[src/rtl/multicycle_sequencer.sv]
// Multi-cycle FETCH/DECODE/EXEC/MEM/WB controller for the RISC-PC datapath, with
// memory wait states, timeout/illegal-opcode halting and a retired-instruction count.
module multicycle_sequencer #(
  parameter int MEM_TO = 15,
  parameter int CNT_W  = 16
) (
  input  logic             clk,
  input  logic             rst,
  input  logic             run,
  input  logic [3:0]       opcode,
  input  logic             imem_rdy,
  input  logic             dmem_rdy,
  output logic             imem_req,
  output logic             PCWrite,
  output logic             IRWrite,
  output logic             EnRW,
  output logic             ALUsrc,
  output logic [2:0]       ALUctrl,
  output logic             MReg,
  output logic             MR,
  output logic             MW,
  output logic             busy,
  output logic             halted,
  output logic [1:0]       err_code,
  output logic [CNT_W-1:0] retired
);

  typedef enum logic [2:0] {
    S_FETCH  = 3'd0,
    S_DECODE = 3'd1,
    S_EXEC   = 3'd2,
    S_MEM    = 3'd3,
    S_WB     = 3'd4,
    S_HALT   = 3'd5
  } state_t;

  localparam logic [3:0] OP_ADD  = 4'b0000;
  localparam logic [3:0] OP_LW   = 4'b0001;
  localparam logic [3:0] OP_SW   = 4'b0010;
  localparam logic [3:0] OP_SUBI = 4'b0011;
  localparam logic [3:0] OP_OR   = 4'b0111;
  localparam logic [3:0] OP_NOR  = 4'b1111;

  localparam logic [1:0] ERR_NONE    = 2'b00;
  localparam logic [1:0] ERR_ILLEGAL = 2'b01;
  localparam logic [1:0] ERR_IMEM_TO = 2'b10;
  localparam logic [1:0] ERR_DMEM_TO = 2'b11;

  localparam logic [7:0]       WAIT_MAX = 8'(MEM_TO);
  localparam logic [CNT_W-1:0] RET_ONE  = {{(CNT_W-1){1'b0}}, 1'b1};

  typedef struct packed {
    logic       imm_src;
    logic [2:0] alu_op;
    logic       is_load;
    logic       is_store;
  } dec_t;

  function automatic logic op_legal(input logic [3:0] op);
    case (op)
      OP_ADD, OP_LW, OP_SW, OP_SUBI, OP_OR, OP_NOR: op_legal = 1'b1;
      default:                                     op_legal = 1'b0;
    endcase
  endfunction

  function automatic dec_t op_decode(input logic [3:0] op);
    dec_t d;
    d = '{imm_src: 1'b0, alu_op: 3'b010, is_load: 1'b0, is_store: 1'b0};
    case (op)
      OP_LW:   begin d.imm_src = 1'b1; d.is_load  = 1'b1; end
      OP_SW:   begin d.imm_src = 1'b1; d.is_store = 1'b1; end
      OP_SUBI: begin d.imm_src = 1'b1; d.alu_op   = 3'b110; end
      OP_OR:   d.alu_op = 3'b001;
      OP_NOR:  d.alu_op = 3'b011;
      default: ;
    endcase
    return d;
  endfunction

  state_t           state_q, state_d;
  logic [3:0]       op_q, op_d;
  logic [7:0]       wait_q, wait_d;
  logic [1:0]       err_q, err_d;
  logic [CNT_W-1:0] retired_q, retired_d;
  dec_t             dec;

  assign dec = op_decode(op_q);

  always_ff @(posedge clk or posedge rst) begin
    if (rst) begin
      state_q   <= S_FETCH;
      op_q      <= 4'b0000;
      wait_q    <= 8'd0;
      err_q     <= ERR_NONE;
      retired_q <= '0;
    end else begin
      state_q   <= state_d;
      op_q      <= op_d;
      wait_q    <= wait_d;
      err_q     <= err_d;
      retired_q <= retired_d;
    end
  end

  // Next state. The wait counter restarts on every transition, so each wait
  // state gets its own full timeout window; ready at WAIT_MAX still succeeds.
  always_comb begin
    state_d   = state_q;
    op_d      = op_q;
    wait_d    = wait_q;
    err_d     = err_q;
    retired_d = retired_q;
    unique case (state_q)
      S_FETCH: begin
        if (!run) begin
          wait_d = 8'd0;
        end else if (imem_rdy) begin
          state_d = S_DECODE;
          wait_d  = 8'd0;
        end else if (wait_q == WAIT_MAX) begin
          state_d = S_HALT;
          err_d   = ERR_IMEM_TO;
          wait_d  = 8'd0;
        end else begin
          wait_d = wait_q + 8'd1;
        end
      end
      S_DECODE: begin
        op_d   = opcode;
        wait_d = 8'd0;
        if (op_legal(opcode)) begin
          state_d = S_EXEC;
        end else begin
          state_d = S_HALT;
          err_d   = ERR_ILLEGAL;
        end
      end
      S_EXEC: begin
        wait_d  = 8'd0;
        state_d = (dec.is_load || dec.is_store) ? S_MEM : S_WB;
      end
      S_MEM: begin
        if (dmem_rdy) begin
          wait_d = 8'd0;
          if (dec.is_load) begin
            state_d = S_WB;
          end else begin
            state_d   = S_FETCH;
            retired_d = retired_q + RET_ONE;
          end
        end else if (wait_q == WAIT_MAX) begin
          state_d = S_HALT;
          err_d   = ERR_DMEM_TO;
          wait_d  = 8'd0;
        end else begin
          wait_d = wait_q + 8'd1;
        end
      end
      S_WB: begin
        state_d   = S_FETCH;
        wait_d    = 8'd0;
        retired_d = retired_q + RET_ONE;
      end
      S_HALT: ;
      default: begin
        state_d = S_FETCH;
        wait_d  = 8'd0;
      end
    endcase
  end

  // Datapath strobes. Only the FETCH handshake looks at live inputs; the ALU
  // controls stay on op_q from EXEC through MEM and WB so operands remain stable.
  always_comb begin
    imem_req = 1'b0;
    PCWrite  = 1'b0;
    IRWrite  = 1'b0;
    EnRW     = 1'b0;
    ALUsrc   = 1'b0;
    ALUctrl  = 3'b010;
    MReg     = 1'b1;
    MR       = 1'b0;
    MW       = 1'b0;
    busy     = (state_q != S_FETCH);
    halted   = (state_q == S_HALT);
    err_code = err_q;
    retired  = retired_q;
    unique case (state_q)
      S_FETCH: begin
        imem_req = run;
        PCWrite  = run && imem_rdy;
        IRWrite  = run && imem_rdy;
      end
      S_EXEC: begin
        ALUsrc  = dec.imm_src;
        ALUctrl = dec.alu_op;
      end
      S_MEM: begin
        ALUsrc  = dec.imm_src;
        ALUctrl = dec.alu_op;
        MR      = dec.is_load;
        MW      = dec.is_store;
      end
      S_WB: begin
        ALUsrc  = dec.imm_src;
        ALUctrl = dec.alu_op;
        EnRW    = 1'b1;
        MReg    = !dec.is_load;
      end
      default: ;
    endcase
  end

endmodule

[config.mk]
export PLATFORM = sky130hd
export DESIGN_NAME = multicycle_sequencer
export DESIGN_NICKNAME = d
export VERILOG_FILES = /design/src/rtl/multicycle_sequencer.sv
export SDC_FILE = /design/constraint.sdc
export NUM_CORES = 1
export LEC_CHECK = 0
export ABC_AREA = 1
export BUFFER_PORTS_ARGS = -buffer_cell sky130_fd_sc_hd__buf_2
export CAP_MARGIN = 25
export CORE_MARGIN = 8
export CORE_UTILIZATION = 55
export DETAILED_ROUTE_END_ITERATION = 8
export HOLD_SLACK_MARGIN = 0.1
export PLACE_DENSITY_LB_ADDON = 0.05
export RECOVER_POWER = 100
export SLEW_MARGIN = 10
export SYNTH_ARGS = -nofsm -noshare
export SYNTH_HDL_FRONTEND = slang
export SYNTH_SLANG_ARGS = --single-unit
[constraint.sdc]
create_clock -name clk -period 2 [get_ports clk]
set_input_delay 0.1 -clock clk [delete_from_list [all_inputs] [get_ports clk]]
set_output_delay 0.1 -clock clk [all_outputs]
set_load 0.01 [all_outputs]
# Word level (Yosys, flattened, before mapping)
# Index checks and enable logic that the tools add are counted.
# op_classes
bitwise_logic,1
mul,0
n_reduce_logical,14
div,0
n_eq_ne,24
order_cmp,0
mux,37
shift,0
addsub,2
# ops
operator,n
two-way mux 16 bit,2
two-way mux 8 bit,4
case mux 16 bit (2 select lines),1
two-way mux 3 bit,8
case mux 8 bit (3 select lines),1
adder 16 x 1 -> 16 bit (second input constant),1
equality test 4 x 2 -> 1 bit (second input constant),4
inequality test 2 bit (second input constant),8
case mux 3 bit (5 select lines),1
two-way mux 1 bit,12
two-way mux 2 bit,6
case mux 3 bit (3 select lines),1
adder 8 x 1 -> 8 bit (second input constant),1
equality test 4 x 1 -> 1 bit (second input constant),2
equality test 4 x 3 -> 1 bit (second input constant),2
equality test 4 bit (second input constant),2
equality test 8 x 4 -> 1 bit (second input constant),1
AND reduction 7 bit,1
equality test 3 x 2 -> 1 bit (second input constant),2
equality test 3 bit (second input constant),2
case mux 2 bit (3 select lines),1
nonzero test 3 bit,2
OR reduction 3 bit,2
OR reduction 6 bit,1
other kinds (10),10
# totals
regBits,33
n_memories,0
latchBits,0
mem_bits_rw,0
output_inout_bits,31
wordCells,83
in_bits,9
romBits,0

# Longest topological paths before layout
# Gate-level depths: netlist of run 1.
# logic_depth
word_depth,6
ltp_mapped,10
depth_no_buf,9

# Least setup slack after synthesis of run 1
# Ideal clock, no wire load.
# synth_timing
kind,reg-to-reg
from,register state_q[1]
to,"register retired_q[3], in the netlist retired[3]"
setup_time_ns,0.127
path_buffers,1
path_stages_with_launch,8
setup_slack_ns,0.505
synth_period_minus_slack_ns,1.495
required_time_ns,1.873
t_arrival_ns,1.368
cell_sequence,dfrtp_1 -> nor2_1 -> nand2_1 -> inv_1 -> nor2_4 -> nor3_4 -> buf_6 -> o21ai_0
# synth_between
elab_chain_len,3
word_cells_on_any_way,7
cone_classes,4 x eq/ne; 1 x mux; 2 x reduce/logical
# synth_lines
element,line,source
start: declaration,80,"state_t state_q, state_d;"
start signal: assignment,97,state_q <= state_d;
equality test 3 x 2 -> 1 bit or equality test 3 bit (tied branches),113,unique case (state_q)
inequality test 2 bit (no line) or nonzero test 2 bit (tied branches),n/a,
AND reduction 3 bit (no line),n/a,
end signal: assignment,101,retired_q <= retired_d;
end: declaration,84,"logic [CNT_W-1:0] retired_q, retired_d;"
# Several ways; a longest one is shown, not always the timed one.
# A chain may end at the register's enable or synchronous reset.

# Worst setup path in the final report of run 1
# layout_timing
from,register state_q[0]
to,output ALUctrl[1]
# layout_between
elab_chain_len,3
word_cells_on_any_way,5
cone_classes,3 x eq/ne; 1 x mux; 1 x reduce/logical
# layout_lines
element,line,source
equality test 3 x 2 -> 1 bit or equality test 3 bit (tied branches),188,unique case (state_q)
OR reduction 3 bit (no line) (*),n/a,
two-way mux 3 bit (*),188,
end: declaration,18,"output logic [2:0] ALUctrl,"
# Every way passes the cells marked *; elsewhere a longest branch is shown, timed or not.

==> results.md, run 1 <==
* Status: finished, final reports clean
* DRT Pass-1 Iters at 4
* Setup Total Neg Slack at 0 ns
* CP arrival at 1.67 ns
* RSZ-0062 raised after global routing: no
* Final Cycle Share at roughly nine tenths
* Grt met1 use at roughly 20%
* CTS clock-pin slew for the worst setup and hold paths at 0.07 ns
* Global Route met3 Usage at 5.245%
* Die X at 76.78 um
* Setup ws final at about 0.23 ns
* Clk sinks at 33
* ANT nets after route at 0
* Hold Fails Final Rpt at 0
* CP Data Required Time at ~1.9 ns
* Starting density of the core at a little under three fifths
* Critical Path Start Type: flop
* PD cells at between 1000 and 1500 nW/um^2
* Measured slew at the worst slew-check pin at around 0.84 ns
* Post-Syn Area at 2032 um^2
* Area of placed instances at approximately 2300 um^2
* Largest net degree at the start of global routing at 34
* Fraction of layout cells with a size suffix above 1 at just over 6%
* Clock Tree Root: clkbuf_8
* # setup viols final at 0
* Yosys reg bits at 33
* Final Skew at around 0.0048 ns
* Gpl congestion at 0.9118
* Area Growth Syn to Fin at 17.67%
* Htree depth at 2
* GR peak layer: met2
* Max Freq at 0.5643 GHz
* Leak at 0.001149 uW
* GRT Total Usage at approximately 17%
* CTS tree: built
* Final Core Density at 66.31%
* Via Count at between 2k and 2.5k
* M2 GR Usage at ~30%
* Maximum fanout along the worst path at 7
* Post-CTS Resized at 0
* Prevailing post-synth register cell: dfrtp_1
* Vias in the first global route at ~2.0k
* Synth unique cells at 24
* # IOs at 40
* Global-route wire length before repair at around 8600 um
* Count of input and output buffers at 39
* Rel. slew slack at 44.10%
* Most frequent cells in the layout: nand2_1 (101), nor2_1 (40), inv_1 (33), dfrtp_1 (33), clkbuf_1 (32)
* Commonest non-fill, non-tap cell in the layout: nand2_1
* Slew Limit Fails at 0
* CTS Buf Count at 5
* Mean routed wirelength per cell at about 12 um
* Placed Cells at approximately 380
* Residual DRC at 0
* Die area at 5895 um^2
* Cell Count, Final, Fillers Out at 394
* Synthesized area per cell at slightly below 7 um^2
* Initial antenna violation count at 0
* Iter 0 DRT Violations at approximately 110
* Fill count at 356
* Post-route cell area at 2391 um^2
* Final HPWL DP at approximately 3600 um
* Final Critical Period at 1.772 ns
* Post-synth EDFFs at 0
* Pre-CTS setup slack at ~0.33 ns
* Die Y at 76.78 um
* N_diodes at 0
* Fin nets at approximately 360
* Remaining Overflow, GRT at 0
* Maximum VDD drop at 0.0007369 V
* Postcts setup bufs at 0
* Critical Path End Type: output pin
* Yosys warnings at 0
* Asr flop ratio synth at 100.0%
* Clk buf depth at 2
* Vias per cell at ~5.2
* Core area at 3606 um^2
* Final WL at between 4000 and 5000 um
* Skew-Pair Late Insertion Delay at approximately 0.28 ns
* WS Path Type: flop to output pin
* Hold Path Class: input pin to flop
* Mapped Nets at roughly 310
* Num rows at 22
* Max Cap Viol at 0
* Gate Count Post-Synth at ~300
* Sequential share of the synthesized area at 40.64%
metrics by stage:
| stage | power (uW) | hold WS (ns) |
|---|---|---|
| 2_1_floorplan | 1679 | 0.2210 |
| 3_3_place_gp | 1945 | 0.2103 |
| 3_5_place_dp | 1956 | 0.2172 |
| 4_1_cts | 2625 | 0.1985 |
| 5_1_grt | 2773 | 0.2316 |
| 6_report | 2562 | 0.1940 |
critical path, stage by stage, from the launching register on:
cell and delay (ns):
dfrtp_1 0.45, inv_1 0.07, nor2_1 0.16, nand2_1 0.13, nand2_1 0.11, nor2_1 0.07
nor3_1 0.20, nand2_1 0.07, clkbuf_1 0.13
logic make-up (layout without fill, tap and decap cells):
group,Yosys count,in the layout,share of synthesized area (%)
AOI/OAI and AO/OA,29,29,7.574
xor gates and xnor gates,13,13,5.603
adders and majority gates,2,2,1.231
buffers and inverters,38,89,7.820
DFF,33,33,40.64
and+or+nand+nor,180,180,37.13
power by group:
| part | internal (uW) | switching (uW) |
|---|---|---|
| Clock | 406 | 249 |
| Combinational | 303 | 663 |
| Sequential | 799 | 142 |
per-layer routing:
| layer | vias up | wire length (um) |
|---|---|---|
| li1 | 1034 | - |
| met4 | 0 | 105 |
| met5 | - | 0 |
| met3 | 11 | 267 |
| met1 | 946 | 2170 |
| met2 | 47 | 2335 |
repair_timing:
action                     4_1_cts  5_1_grt
hold buffers                     5        0
hold endpoints to repair        37        0
setup endpoints to repair        0        0
cells in the mapped netlist (2+ instances only):
cell,n,area (um^2)
buf_4,2,15.01
nand3_1,25,125.1
xor2_1,6,52.55
o21ai_1,2,10.01
inv_1,33,123.9
nand2_1,101,379.1
nand4_1,5,31.28
xnor2_1,7,61.31
nor2_1,38,142.6
a21oi_1,9,45.04
nor3_1,7,35.03
o21ai_0,15,75.07
dfrtp_1,33,825.8
ha_1,2,25.02
flip-flops by register name, indices dropped and copies added (netlist names):
register	flops
err_code	2
retired	16
wait_q	8
state_q	3
op_q	4
worst paths after layout:
kind,startpoint,endpoint,slack (ns),cells past startpoint
setup / recovery,state_q[0]$_DFFE_PP0P_,ALUctrl[1],0.23,8
hold / removal,run,state_q[0]$_DFFE_PP0P_,0.19,5
setup reg to reg,op_q[3]$_DFFE_PP0P_,retired[5]$_DFFE_PP0P_,0.25,6
hold reg to reg,err_code[0]$_DFFE_PP0P_,err_code[0]$_DFFE_PP0P_,0.49,2
max in group asynchronous,rst,retired[1]$_DFFE_PP0P_,0.86,4
min in group asynchronous,rst,retired[15]$_DFFE_PP0P_,0.62,4
final cells by class:
| class | instances | area, um^2 | area share, % |
|---|---|---|---|
| flip-flops and latches | 33 | 825.8 | 34.54 |
| clock buffers | 7 | 86.33 | 3.611 |
| well taps | 48 | 60.06 | 2.512 |
| inverters | 34 | 127.6 | 5.338 |
| repair buffers | 47 | 224.0 | 9.367 |
| multi-input cells | 224 | 1037 | 43.38 |
| clock inverters | 1 | 30.03 | 1.256 |
Power figures use the tool's default switching activity.
==> run 2, diff against run 1 <==
--- a/config.mk
+++ b/config.mk
@@ -8,6 +8,7 @@
 export ABC_AREA = 1
 export BUFFER_PORTS_ARGS = -buffer_cell sky130_fd_sc_hd__buf_2
 export CAP_MARGIN = 25
+export CORE_ASPECT_RATIO = 1.5
 export CORE_MARGIN = 8
 export CORE_UTILIZATION = 55
 export DETAILED_ROUTE_END_ITERATION = 8
==> results.md, run 2 (same netlist as run 1, synthesis figures left out) <==
* Cells on worst reg2reg path at 6
* # setup viols final at 0
* Remaining Overflow, GRT at 0
* Area Growth Syn to Fin at 17.18%
* N_diodes at 0
* Gpl congestion at approximately 1.0
* Max reg flops at 16
* Hold Worst Slack at between 0.1 and 0.15 ns
* CP top delay family: simple AND/OR/NAND/NOR gates
* Clock power frac at around 25%
* Count of input and output buffers at 39
* CTS clock-pin slew for the worst setup and hold paths at ~0.07 ns
* # IOs at 40
* Iter 0 DRT Violations at about 110
* Hold Path Class: input pin to flop
* Max Cap Viol at 0
* Final HPWL DP at between 3000 and 4000 um
* DRT Pass-1 Iters at 4
* Part of the power in registers at a little over a third
* Worst-path cell chain: nor2_1 > nand2_1 > inv_1 > nor2_4 > nor3_4 > o21ai_0
* Clk buf depth at 2
* Clk sinks at 33
* RSZ-0062 raised after global routing: no
* WS Path Type: flop to flop
* Hold depth at 3
* Cell count along the critical path at 6
* Slowest Stage Delay on Critical Path at approximately 0.55 ns
* Die area at slightly below 6000 um^2
* Final Skew at roughly 0.0045 ns
* Residual DRC at 0
* Htree depth at 2
* Maximum VDD drop at around 0.0008 V
* Rel. slew slack at about 44%
* Critical path's slowest cell: nor3_4
* Hold Fails Final Rpt at 0
* Slew Limit Fails at 0
* Final Critical Period at about 1.8 ns
* Cell Count, Final, Fillers Out at approximately 390
* Placed Cells at roughly 380
* Via Count at just over 2k
* Status: finished, final reports clean
* Final Cycle Share at between 80% and 90%
* Measured slew at the worst slew-check pin at 0.8470 ns
* Tot Pwr at 2568 uW
* Commonest non-fill, non-tap cell in the layout: nand2_1
* Global-route wire length before repair at around 8400 um
* PD cells at approximately 1100 nW/um^2
* CTS Buf Count at 5
* R2r setup slk at approximately 0.23 ns
* Combinational fraction of design power at between 30% and 40%
* Starting density of the core at a little under three fifths
* Initial antenna violation count at 0
* Largest net degree at the start of global routing at 34
* Fraction of layout cells with a size suffix above 1 at ~6.7%
* GRT Total Usage at between 10% and 20%
* Core area at about 3600 um^2
* Switching Share at around two fifths
* Postcts setup bufs at 0
* ANT nets after route at 0
* Mean routed wirelength per cell at between 10 and 15 um
* Critical Path Start Type: flop
* CP bufs+invs at 1
* Final WL at 4914 um
* Fin nets at approximately 350
* Num rows at 27
* Skew-Pair Late Insertion Delay at 0.28 ns
* Die X at between 60 and 70 um
* Int Power at between 1500 and 2000 uW
* Max Freq at 0.5650 GHz
* Switching power at approximately 1100 uW
* Vias in the first global route at 1971
* Maximum fanout along the worst path at 18
* Clock Tree Root: clkbuf_8
* Leak at 0.001143 uW
* Most frequent cells in the layout: nand2_1 (101), nor2_1 (38), inv_1 (33), dfrtp_1 (33), clkbuf_1 (31)
* Die Y at between 90 and 100 um
* CTS tree: built
* CP Data Required Time at around 2.1 ns
* Critical Path End Type: flop
* Setup Total Neg Slack at 0 ns
* Vias per cell at 5.220
* CP arrival at approximately 1.9 ns
-- run 2: cell count changes in the layout (fill, tap and decap cells not counted), sizes merged --
| cell | change |
|---|---|
| clkbuf | -1 |
| dlygate4sd3 | -1 |
-- run 2: tightest hold or removal path, cell delays in order --
cell and delay (ns):
buf_2 0.10, inv_1 0.06, o21ai_0 0.09
-- run 2: layout make-up --
| cell class | count | area [um^2] |
|---|---|---|
| Fill cell | 342 | 1234 |
| Multi-Input combinational cell | 224 | 1047 |
| Sequential cell | 33 | 825.8 |
| Timing Repair Buffer | 45 | 210.2 |
| Inverter | 34 | 127.6 |
| Clock buffer | 7 | 86.33 |
| Tap cell | 43 | 53.80 |
| Clock inverter | 1 | 30.03 |
-- run 2: path summary, 6_finish.rpt --
path | from | end
min in group asynchronous | rst | retired[14]$_DFFE_PP0P_
setup / recovery | state_q[0]$_DFFE_PP0P_ | retired[8]$_DFFE_PP0P_
max in group asynchronous | rst | retired[0]$_DFFE_PP0P_
setup reg to reg | state_q[0]$_DFFE_PP0P_ | retired[8]$_DFFE_PP0P_
hold / removal | opcode[2] | op_q[2]$_DFFE_PP0P_
hold reg to reg | err_code[0]$_DFFE_PP0P_ | err_code[0]$_DFFE_PP0P_
-- run 2: repair_timing --
item,in CTS,in global routing
hold endpoints to repair,36,0
resized for setup,0,0
hold buffers,4,0
-- run 2: routing by layer --
metal,vias to the layer above,global-route usage (%),part of all wire [%]
met4,0,8.592,1.6
met5,-,0,0
met1,918,17.92,39
met3,10,3.602,6.2
met2,60,30.69,54
li1,1032,-,-
-- run 2: power by group through the flow --
stage	clock [uW]	sequential, uW	combinational [uW]
floorplan	0	943	736
global placement	0	941	1000
detailed placement	0	945	1010
CTS	665	934	1020
global route	695	957	1130
finish	647	938	984
-- run 2: metrics by stage --
step | worst slack [ns] | instance area, um^2 | utilization [%]
detailed placement | 0.2338 | 2265 | 62.65
finish | 0.2302 | 2381 | 65.87
global placement | 0.2171 | 2265 | 62.65
floorplan | 0.5050 | 2032 | -
global route | 0.03540 | 2381 | 65.87
CTS | 0.2187 | 2421 | 66.98
==> run 3, diff against run 2 <==
--- a/config.mk
+++ b/config.mk
@@ -11,6 +11,7 @@
 export CORE_ASPECT_RATIO = 1.5
 export CORE_MARGIN = 8
 export CORE_UTILIZATION = 55
+export CTS_BUF_LIST = sky130_fd_sc_hd__clkbuf_16
 export DETAILED_ROUTE_END_ITERATION = 8
 export HOLD_SLACK_MARGIN = 0.1
 export PLACE_DENSITY_LB_ADDON = 0.05
==> results.md, run 3 (same netlist as run 1, synthesis figures left out) <==
* Final Cycle Share at between 80% and 90%
* Final Skew at 0.003188 ns
* Hold Path Class: input pin to flop
* ANT nets after route at 0
* Vias per cell at 5.235
* Area of placed instances at 2265 um^2
* Hold Fails Final Rpt at 0
* Setup Total Neg Slack at 0 ns
* Die Y at 90.44 um
* Critical Path Start Type: flop
* Count of input and output buffers at 39
* CTS clock-pin slew for the worst setup and hold paths at roughly 0.050 ns
* CTS Buf Count at 5
* Iter 0 DRT Violations at between 80 and 90
* Leak at 0.001167 uW
* Tot Pwr at around 2800 uW
* Placed Cells at around 380
* # IOs at 40
* Clk sinks at 33
* Cells on worst reg2reg path at 6
* Fraction of layout cells with a size suffix above 1 at 6.395%
* Die X at 65.63 um
* CP startpoint: op_q[3]$_DFFE_PP0P_
* Cell Count, Final, Fillers Out at 387
* Post-route cell area at between 2000 and 2500 um^2
* R2r setup slk at roughly 0.23 ns
* Vias in the first global route at 1980
* Via Count at just over 2k
* Largest net degree at the start of global routing at 34
* R2r endpoint: retired[5]$_DFFE_PP0P_
* Status: finished, final reports clean
* N_diodes at 0
* Most frequent cells in the layout: nand2_1 (101), nor2_1 (38), inv_1 (35)
* Maximum fanout along the worst path at 13
* Commonest non-fill, non-tap cell in the layout: nand2_1
* Post-CTS Resized at 0
* Max Freq at 0.5636 GHz
* Die area at between 5000 and 6000 um^2
* Clk buf depth at 2
* GRT Total Usage at 17.36%
* PD cells at around 1200 nW/um^2
* Rel. slew slack at 42.75%
* Final Critical Period at between 1.5 and 2 ns
* Crit path to: retired[5]$_DFFE_PP0P_
* CTS tree: built
* Skew-Pair Late Insertion Delay at 0.27 ns
* Starting density of the core at ~56%
* CP Data Required Time at between 2 and 2.5 ns
* Residual DRC at 0
* Maximum VDD drop at between 0.0009 and 0.001 V
* Slew Limit Fails at 0
* RSZ-0062 raised after global routing: no
* Area Growth Syn to Fin at 19.21%
* Initial antenna violation count at 0
* Critical Path End Type: flop
* Mean routed wirelength per cell at ~13 um
* CP arrival at 1.91 ns
* Fin nets at 354
* Core area at around 3600 um^2
* Final WL at about 5000 um
* Num rows at 27
* Clock Tree Root: clkbuf_16
* Measured slew at the worst slew-check pin at between 0.8 and 0.9 ns
* Gpl congestion at 1.016
* Final HPWL DP at approximately 3700 um
* # setup viols final at 0
* WS Path Type: flop to flop
* Max Cap Viol at 0
* Htree depth at 2
* DRT Pass-1 Iters at 4
* Global-route wire length before repair at approximately 8400 um
* Remaining Overflow, GRT at 0
* Max reg flops at 16
* R2R Path Start: op_q[3]$_DFFE_PP0P_
-- run 3: power by group --
| group | total, uW | switching, uW | internal [uW] |
|---|---|---|---|
| logic | 1000 | 693 | 310 |
| registers | 938 | 138 | 800 |
| clock network | 854 | 276 | 578 |
| total | 2800 | 1110 | 1690 |
-- run 3: worst min-delay path by stage --
stage / from / slack [ns] / endpoint / cells past startpoint
after floorplan: opcode[0] / 0.22 / op_q[0]$_DFFE_PP0P_ / 2
after global placement: rst / 0.21 / retired[11]$_DFFE_PP0P_ / 3
after detailed placement: rst / 0.21 / retired[15]$_DFFE_PP0P_ / 3
after CTS: opcode[3] / 0.11 / op_q[3]$_DFFE_PP0P_ / 3
after global routing: opcode[3] / 0.12 / op_q[3]$_DFFE_PP0P_ / 3
final: opcode[3] / 0.11 / op_q[3]$_DFFE_PP0P_ / 3
-- run 3: area by class of cell --
| cell class | count | area, um^2 |
|---|---|---|
| repair buffers | 45 | 205.2 |
| clock inverters | 3 | 37.54 |
| fillers | 336 | 1192 |
| flip-flops and latches | 33 | 825.8 |
| clock buffers | 5 | 125.1 |
| multi-input cells | 224 | 1047 |
| inverters | 34 | 127.6 |
| well taps | 43 | 53.80 |
-- run 3: critical path, stage by stage (launching register included) --
cell     delay (ns)
dfrtp_1        0.39
nor2_1         0.30
nand2_1        0.22
nor2_4         0.19
nor2_1         0.06
nand2_1        0.32
o21ai_0        0.15
-- run 3: through the flow --
stage / hold slack, ns / utilization, % / setup slack [ns]
4_1_cts: 0.1080 / 67.98 / 0.1916
3_3_place_gp: 0.2093 / 62.65 / 0.2171
5_1_grt: 0.1240 / 67.01 / 0.04446
2_1_floorplan: 0.2210 / - / 0.5050
6_report: 0.1114 / 67.01 / 0.2257
3_5_place_dp: 0.2149 / 62.65 / 0.2338
-- run 3: per-layer routing --
| layer | global-route usage, % | part of all wire (%) | vias up |
|---|---|---|---|
| li1 | - | - | 1030 |
| met4 | 8.227 | 2.5 | 0 |
| met2 | 31.02 | 53 | 66 |
| met1 | 17.92 | 38 | 919 |
| met5 | 0 | 0 | - |
| met3 | 4.099 | 5.7 | 11 |
-- run 3: what timing repair did --
item	CTS	global route
endpoints found under the hold margin	35	0
setup endpoints to repair	0	3
setup buffers	0	1
hold buffers	3	0
